<file path="src/rtl/i2s_ns0921_pkg.sv">
// NS0921 I2S clock generator: config register encoding
// and controller state shared by the rate-config master.
package i2s_ns0921_pkg;

  typedef enum logic [2:0] {
    ST_IDLE,
    ST_START,
    ST_ADDR,
    ST_ACK_A,
    ST_DATA,
    ST_ACK_D,
    ST_STOP,
    ST_GAP
  } state_e;

  localparam logic [3:0] RATE_CODE_MAX = 4'd12;

  // Bit 7 of the config byte gates the MCLK pass-through output
  localparam int CFG_MCLK_BIT = 7;

  localparam logic [7:0] RATE_TABLE [13] = '{
    8'h73, 8'h6F, 8'h2F, 8'h6B,
    8'h0F, 8'h4B, 8'h2B, 8'h0B,
    8'h27, 8'h07, 8'h43, 8'h23,
    8'h00
  };

  function automatic logic [7:0] cfg_encode(
    logic [3:0] code,
    logic       mclk
  );
    logic [7:0] b;
    b = '0;
    if (code <= RATE_CODE_MAX) b = RATE_TABLE[code];
    b[CFG_MCLK_BIT] = b[CFG_MCLK_BIT] | mclk;
    return b;
  endfunction

endpackage

</file>
<file path="src/rtl/i2s_rate_cfg_master_qtick.sv">
// SCL quarter-period tick generator with stretch hold.
// Hold is honoured once the synchronizer lag has elapsed in the quarter.
module i2c_qtick #(
  parameter int CLK_DIV = 64
) (
  input  logic clk_i,
  input  logic rst_ni,
  input  logic clr_i,
  input  logic hold_i,
  output logic tick_o
);

  localparam logic [7:0] LAST = 8'(CLK_DIV - 1);
  localparam logic [7:0] LAG  = (CLK_DIV > 2) ? 8'd2 : 8'd1;

  logic [7:0] cnt_q, cnt_d;
  logic       stall;

  assign stall  = hold_i && (cnt_q == LAG);
  assign tick_o = !stall && (cnt_q == LAST);

  always_comb begin
    cnt_d = cnt_q + 8'd1;
    if (clr_i || tick_o) cnt_d = '0;
    else if (stall)      cnt_d = cnt_q;
  end

  always_ff @(posedge clk_i or negedge rst_ni) begin
    if (!rst_ni) cnt_q <= '0;
    else         cnt_q <= cnt_d;
  end

endmodule

</file>
<file path="src/rtl/i2s_rate_cfg_master.sv">
// Write-only I2C master that loads the NS0921 config register
// from a 4-bit sample-rate code, with NACK retry.
module i2s_rate_cfg_master
  import i2s_ns0921_pkg::*;
#(
  parameter int         CLK_DIV    = 64,
  parameter logic [6:0] SLAVE_ADDR = 7'h41,
  parameter int         RETRIES    = 2
) (
  input  logic       mclk_in,
  input  logic       rst_n,
  input  logic       req,
  input  logic [3:0] rate_sel,
  input  logic       mclk_en,
  input  logic       scl_in,
  input  logic       sda_in,
  output logic       scl_oe,
  output logic       sda_oe,
  output logic       busy,
  output logic       done,
  output logic       err,
  output logic [7:0] cfg_byte
);

  state_e     state_q, state_d;
  logic [1:0] qtr_q, qtr_d;
  logic [2:0] bit_q, bit_d;
  logic [7:0] sh_q, sh_d;
  logic [7:0] data_q, data_d;
  logic [2:0] try_q, try_d;
  logic       nack_q, nack_d;
  logic       done_q, done_d;
  logic       err_q, err_d;
  logic [7:0] cfg_q, cfg_d;
  logic       scl_oe_q, scl_oe_d;
  logic       sda_oe_q, sda_oe_d;
  logic       scl_s1_q, scl_s_q;
  logic       sda_s1_q, sda_s_q;
  logic       tick, last, hold;

  // {scl_oe, sda_oe} for a given state/quarter and current shift bit
  function automatic logic [1:0] line_drive(
    state_e     s,
    logic [1:0] q,
    logic       b
  );
    logic lo;
    lo = (q < 2'd2);
    unique case (s)
      ST_START:           return {q == 2'd3, q != 2'd0};
      ST_ADDR, ST_DATA:   return {lo, !b};
      ST_ACK_A, ST_ACK_D: return {lo, 1'b0};
      ST_STOP:            return {lo, q != 2'd3};
      default:            return 2'b00;
    endcase
  endfunction

  assign hold = (qtr_q == 2'd2) && !scl_s_q &&
                (state_q != ST_IDLE) && (state_q != ST_GAP);

  i2c_qtick #(
    .CLK_DIV(CLK_DIV)
  ) u_qtick (
    .clk_i (mclk_in),
    .rst_ni(rst_n),
    .clr_i (state_q == ST_IDLE),
    .hold_i(hold),
    .tick_o(tick)
  );

  assign last = tick && (qtr_q == 2'd3);

  always_comb begin
    state_d = state_q;
    qtr_d   = qtr_q;
    bit_d   = bit_q;
    sh_d    = sh_q;
    data_d  = data_q;
    try_d   = try_q;
    nack_d  = nack_q;
    cfg_d   = cfg_q;
    done_d  = 1'b0;
    err_d   = 1'b0;
    if (tick && state_q != ST_IDLE) qtr_d = qtr_q + 2'd1;
    unique case (state_q)
      ST_IDLE: begin
        if (req) begin
          if (rate_sel > RATE_CODE_MAX) begin
            err_d = 1'b1;
          end else begin
            state_d = ST_START;
            data_d  = cfg_encode(rate_sel, mclk_en);
            try_d   = 3'(RETRIES);
            nack_d  = 1'b0;
            qtr_d   = 2'd0;
          end
        end
      end
      ST_START: begin
        if (last) begin
          state_d = ST_ADDR;
          sh_d    = {SLAVE_ADDR, 1'b0};
          bit_d   = 3'd0;
        end
      end
      ST_ADDR, ST_DATA: begin
        if (last) begin
          sh_d  = {sh_q[6:0], 1'b0};
          bit_d = bit_q + 3'd1;
          if (bit_q == 3'd7)
            state_d = (state_q == ST_ADDR) ? ST_ACK_A : ST_ACK_D;
        end
      end
      ST_ACK_A, ST_ACK_D: begin
        if (tick && qtr_q == 2'd2) nack_d = sda_s_q;
        if (last) begin
          if (state_q == ST_ACK_A && !nack_q) begin
            state_d = ST_DATA;
            sh_d    = data_q;
            bit_d   = 3'd0;
          end else begin
            state_d = ST_STOP;
          end
        end
      end
      ST_STOP: begin
        if (last) begin
          if (!nack_q) begin
            done_d  = 1'b1;
            cfg_d   = data_q;
            state_d = ST_IDLE;
          end else if (try_q != 3'd0) begin
            state_d = ST_GAP;
            try_d   = try_q - 3'd1;
            bit_d   = 3'd0;
          end else begin
            err_d   = 1'b1;
            state_d = ST_IDLE;
          end
        end
      end
      ST_GAP: begin
        if (tick) begin
          bit_d = bit_q + 3'd1;
          if (bit_q == 3'd7) begin
            state_d = ST_START;
            nack_d  = 1'b0;
            qtr_d   = 2'd0;
          end
        end
      end
      default: state_d = ST_IDLE;
    endcase
    {scl_oe_d, sda_oe_d} = line_drive(state_d, qtr_d, sh_d[7]);
  end

  always_ff @(posedge mclk_in or negedge rst_n) begin
    if (!rst_n) begin
      state_q  <= ST_IDLE;
      qtr_q    <= '0;
      bit_q    <= '0;
      sh_q     <= '0;
      data_q   <= '0;
      try_q    <= '0;
      nack_q   <= 1'b0;
      done_q   <= 1'b0;
      err_q    <= 1'b0;
      cfg_q    <= '0;
      scl_oe_q <= 1'b0;
      sda_oe_q <= 1'b0;
      scl_s1_q <= 1'b1;
      scl_s_q  <= 1'b1;
      sda_s1_q <= 1'b1;
      sda_s_q  <= 1'b1;
    end else begin
      state_q  <= state_d;
      qtr_q    <= qtr_d;
      bit_q    <= bit_d;
      sh_q     <= sh_d;
      data_q   <= data_d;
      try_q    <= try_d;
      nack_q   <= nack_d;
      done_q   <= done_d;
      err_q    <= err_d;
      cfg_q    <= cfg_d;
      scl_oe_q <= scl_oe_d;
      sda_oe_q <= sda_oe_d;
      scl_s1_q <= scl_in;
      scl_s_q  <= scl_s1_q;
      sda_s1_q <= sda_in;
      sda_s_q  <= sda_s1_q;
    end
  end

  assign scl_oe   = scl_oe_q;
  assign sda_oe   = sda_oe_q;
  assign busy     = (state_q != ST_IDLE);
  assign done     = done_q;
  assign err      = err_q;
  assign cfg_byte = cfg_q;

endmodule

</file>
<file path="config.mk">
export PLATFORM = sky130hd
export DESIGN_NAME = i2s_rate_cfg_master
export DESIGN_NICKNAME = d
export VERILOG_FILES = /design/src/rtl/i2s_ns0921_pkg.sv /design/src/rtl/i2s_rate_cfg_master_qtick.sv /design/src/rtl/i2s_rate_cfg_master.sv
export SDC_FILE = /design/constraint.sdc
export NUM_CORES = 1
export LEC_CHECK = 0
export CORE_MARGIN = 2
export CORE_UTILIZATION = 52
export DETAILED_ROUTE_END_ITERATION = 10
export PLACE_DENSITY = 0.81
export SETUP_SLACK_MARGIN = 0.15
export SYNTH_ARGS = -nofsm -noshare
export SYNTH_HDL_FRONTEND = slang
export SYNTH_HIERARCHICAL = 1
export SYNTH_SLANG_ARGS = --single-unit
</file>
<file path="constraint.sdc">
create_clock -name mclk_in -period 2.4 [get_ports mclk_in]
set_clock_uncertainty 0.05 [all_clocks]
set_input_delay 0.24 -clock mclk_in [delete_from_list [all_inputs] [get_ports mclk_in]]
set_output_delay 0.24 -clock mclk_in [all_outputs]
set_load 0.01 [all_outputs]
</file>
==> impl_metrics.ini <==
[route]
vias_per_cell = 6.025
drtPass1Iterations = 6
vias = 2374
first_iter_violations = 238
ant_nets = 0
route.detailed.wl_per_inst_um = 16.58
drc = 0
routed_wl_um = 6533

[cells_and_area]
final_cell_mix = dfrtp_1, buf_4, nand2_1, inv_1, clkdlybuf4s50_1
fin_area_um2 = 3490
syn_to_final_growth_pct = 24.40
nets = 347
instances_no_fill = 394
drive_above_1_share_pct = 25.93
final_util_pct = 67.46
layout_commonest_cell = dfrtp_1
fillCellCount = 386
num_antenna_cells = 0

[job]
cap_violations = 0

[power_and_ir_drop]
powerDensity_nw_per_um2 = 641.4
sw_frac_of_total_pct = 30.66
switchingPower_w = 0.0006863
ir_worst_vdd_mv = 0.6000
pwr-share-seq_pct = 47.9
p_leak_nw = 1.599
p_int_w = 0.001552
clkPwrFrac_pct = 25.0
pwr-share-comb_pct = 27.1

[hold_path]
hold_path_class = in -> reg
worstHoldStart = scl_in
hold_depth = 1

[clocking]
cts_buffers = 5
clk_latency_ns = 0.31
cts_tree = yes
cts.sinks = 50
htreeDepth = 2
cts-root-buf = clkbuf_8
cts_buffer_depth = 2
clk_pin_slew_worst_paths_ns = 0.09

[critical_path]
crit_path_end_kind = flip-flop
worstSetupStartpointType = flip-flop
rr_startpoint = u_qtick/cnt_q[1]$_DFFE_PN0P_
slowest_stage = nor4_4
startpoint = u_qtick/cnt_q[1]$_DFFE_PN0P_
crit_chain = ha_4 > nand4_1 > nor4_4 > buf_4 > nand2_4 > o311ai_2 > o22ai_2 > and3_4 > o32ai_2
cp.required_ns = 2.57
cp_max_fo = 7
r2r-end = scl_oe$_DFF_PN0_
r2r_slack_ns = -0.04
worstRegToRegCells = 9
cp.arrival_ns = 2.61
worstSetupPathType = reg -> reg
cp-endpoint = scl_oe$_DFF_PN0_
max_stage_delay_ns = 0.41

[synth]
yosysUniqueCellTypes = 67
synth-adder-area-share_pct = 6.244
postSynthAreaPerCell_um2 = 10.20
ys_top_cells_by_area = dfrtp_1, ha_1, o21ai_0
synth_top_cell_area_share_pct = 41.03
synth_warnings = 6
synth_edf_count = 0
synth_area_leader_cell = dfrtp_1
syn_nets = 299
muxShareOfSynthArea_pct = 3.568
synth_area_um2 = 2805
ys_async_sr_fraction_pct = 100.0
netlist_instances = 275
yosys.area_share.simple_pct = 17.75
synth_xor_xnor_area_share_pct = 1.561
synth_top_family_by_area = compound AO/OA/AOI/OAI gates
synth-main-ff-cell = dfrtp_1
synth_compound_area_share_pct = 19.27
ys_ff_latch = 50
synth.yosys.seq_area_share_pct = 44.78

[placement]
io_buffer_count = 22
dp_hpwl_um = 4351
dp.cells = 374
gp_routability_congestion = 0.9213
placed_area_um2 = 3174

[sta]
setup_ws_ns = -0.03659
fmax_mhz = 410.4
relSlewSlack_pct = 47.65
worstMarginPinSlew_ns = 0.7750
post-route-period-util_pct = 101.5
period_needed_ns = 2.437
rsz0062_at_grt = true
setup_viol = 1
finalMaxSlewViolations = 0
finalHoldViolCount = 0

[global_route]
grt_max_degree = 32
first_global_vias = 2230
track_usage_pct = 22.12
antenna_found_initial = 0
overflow = 0
grt_pass1_wl_um = 10640

[die]
die_y_um = 77.45
placeableCoreArea_um2 = 5172
initial_utilization_pct = 54.23
num_rows = 26
die-area_um2 = 5998
fp.dieW_um = 77.45
ioPinCount = 23

[run_status]
status = complete, but fails checks
violations = setup timing
## kinds of logic after synthesis
kind of cell               after synthesis
and+or+nand+nor                         85
AOI/OAI and AO/OA                       75
DFF                                     50
buffers and inverters                   37
adders and majority gates               14
muxes                                    9
xor gates and xnor gates                 5
## metal layers
layer  routed length [µm]  up-vias  global-route usage, %
met1                 2794     1166                  29.51
li1                     -     1093                      -
met2                 3209       99                  36.78
met5                    0        -                      0
met3                  399       16                  4.651
met4                  130        0                  5.893
## layout make-up
type | instances | area (µm²) | share of cell area (%)
Timing Repair Buffer | 55 | 469.2 | 13.45
Sequential cell | 50 | 1256 | 36.00
Inverter | 23 | 88.84 | 2.546
Tap cell | 70 | 87.58 | 2.510
Multi-Input combinational cell | 188 | 1478 | 42.34
Clock buffer | 8 | 110.1 | 3.155
## power by group through the flow
stage | combinational (W) | clock, W | sequential, W
finish | 0.000607 | 0.000559 | 0.00107
global route | 0.000678 | 0.000595 | 0.00109
CTS | 0.000569 | 0.000570 | 0.00106
detailed placement | 0.000544 | 0 | 0.00107
global placement | 0.000521 | 0 | 0.00107
floorplan | 0.000318 | 0 | 0.00108
## critical path, delay by kind of cell (launching register included)
family / cells / cell delay (ns)
AOI/OAI and AO/OA: 3 / 0.70
adders and majority gates: 1 / 0.16
buffers and inverters: 1 / 0.19
DFF: 1 / 0.40
and+or+nand+nor: 4 / 0.86
## worst min path at each step
stage / endpoint / slack (ns)
after floorplan: bit_q[0]$_DFFE_PN0P_ / -0.11
final: scl_s1_q$_DFF_PN1_ / 0.29
after global routing: scl_s1_q$_DFF_PN1_ / 0.30
after detailed placement: err$_DFF_PN0_ / 0.26
after global placement: err$_DFF_PN0_ / 0.25
after CTS: scl_s1_q$_DFF_PN1_ / 0.29
## Yosys cell counts, types with 4 or more instances
cell and count:
nand2_1 27, o21ai_0 22, ha_1 14, a211oi_1 4
mux2_2 7, a222oi_1 5, a31oi_1 7, nor2_1 12
inv_1 22, dfrtp_1 46, dfstp_2 4, and3_1 4
a21oi_1 8, buf_6 5, nand3_1 7, buf_2 4
nand2b_1 5
## registers in the layout, summed over array words and instances (netlist names), 2 cells and up
signal and cells:
bit_q 3, cfg_byte 7, data_q 7, qtr_q 2, sh_q 8, state_q 3, try_q 3, u_qtick/cnt_q 8
## through the flow
step	power, W	hold slack, ns	setup slack (ns)	TNS, ns
finish	0.002238	0.2893	-0.03659	-0.03659
global route	0.002358	0.3014	-0.1434	-0.5850
CTS	0.002198	0.2874	0.1111	0
detailed placement	0.001617	0.2608	0.003330	0
global placement	0.001587	0.2458	0.07721	0
floorplan	0.001395	-0.1056	0.1343	0
## timing repair
action / 4_1_cts / 5_1_grt
resized for setup: 8 / 17
hold endpoints to repair: 26 / 0
hold buffers: 1 / 0
endpoints found under the setup margin: 19 / 23
buffers inserted: 3 / 8
gates cloned: 0 / 0
pin swaps: 1 / 17
Note: power is estimated with default switching activity, not from simulation.
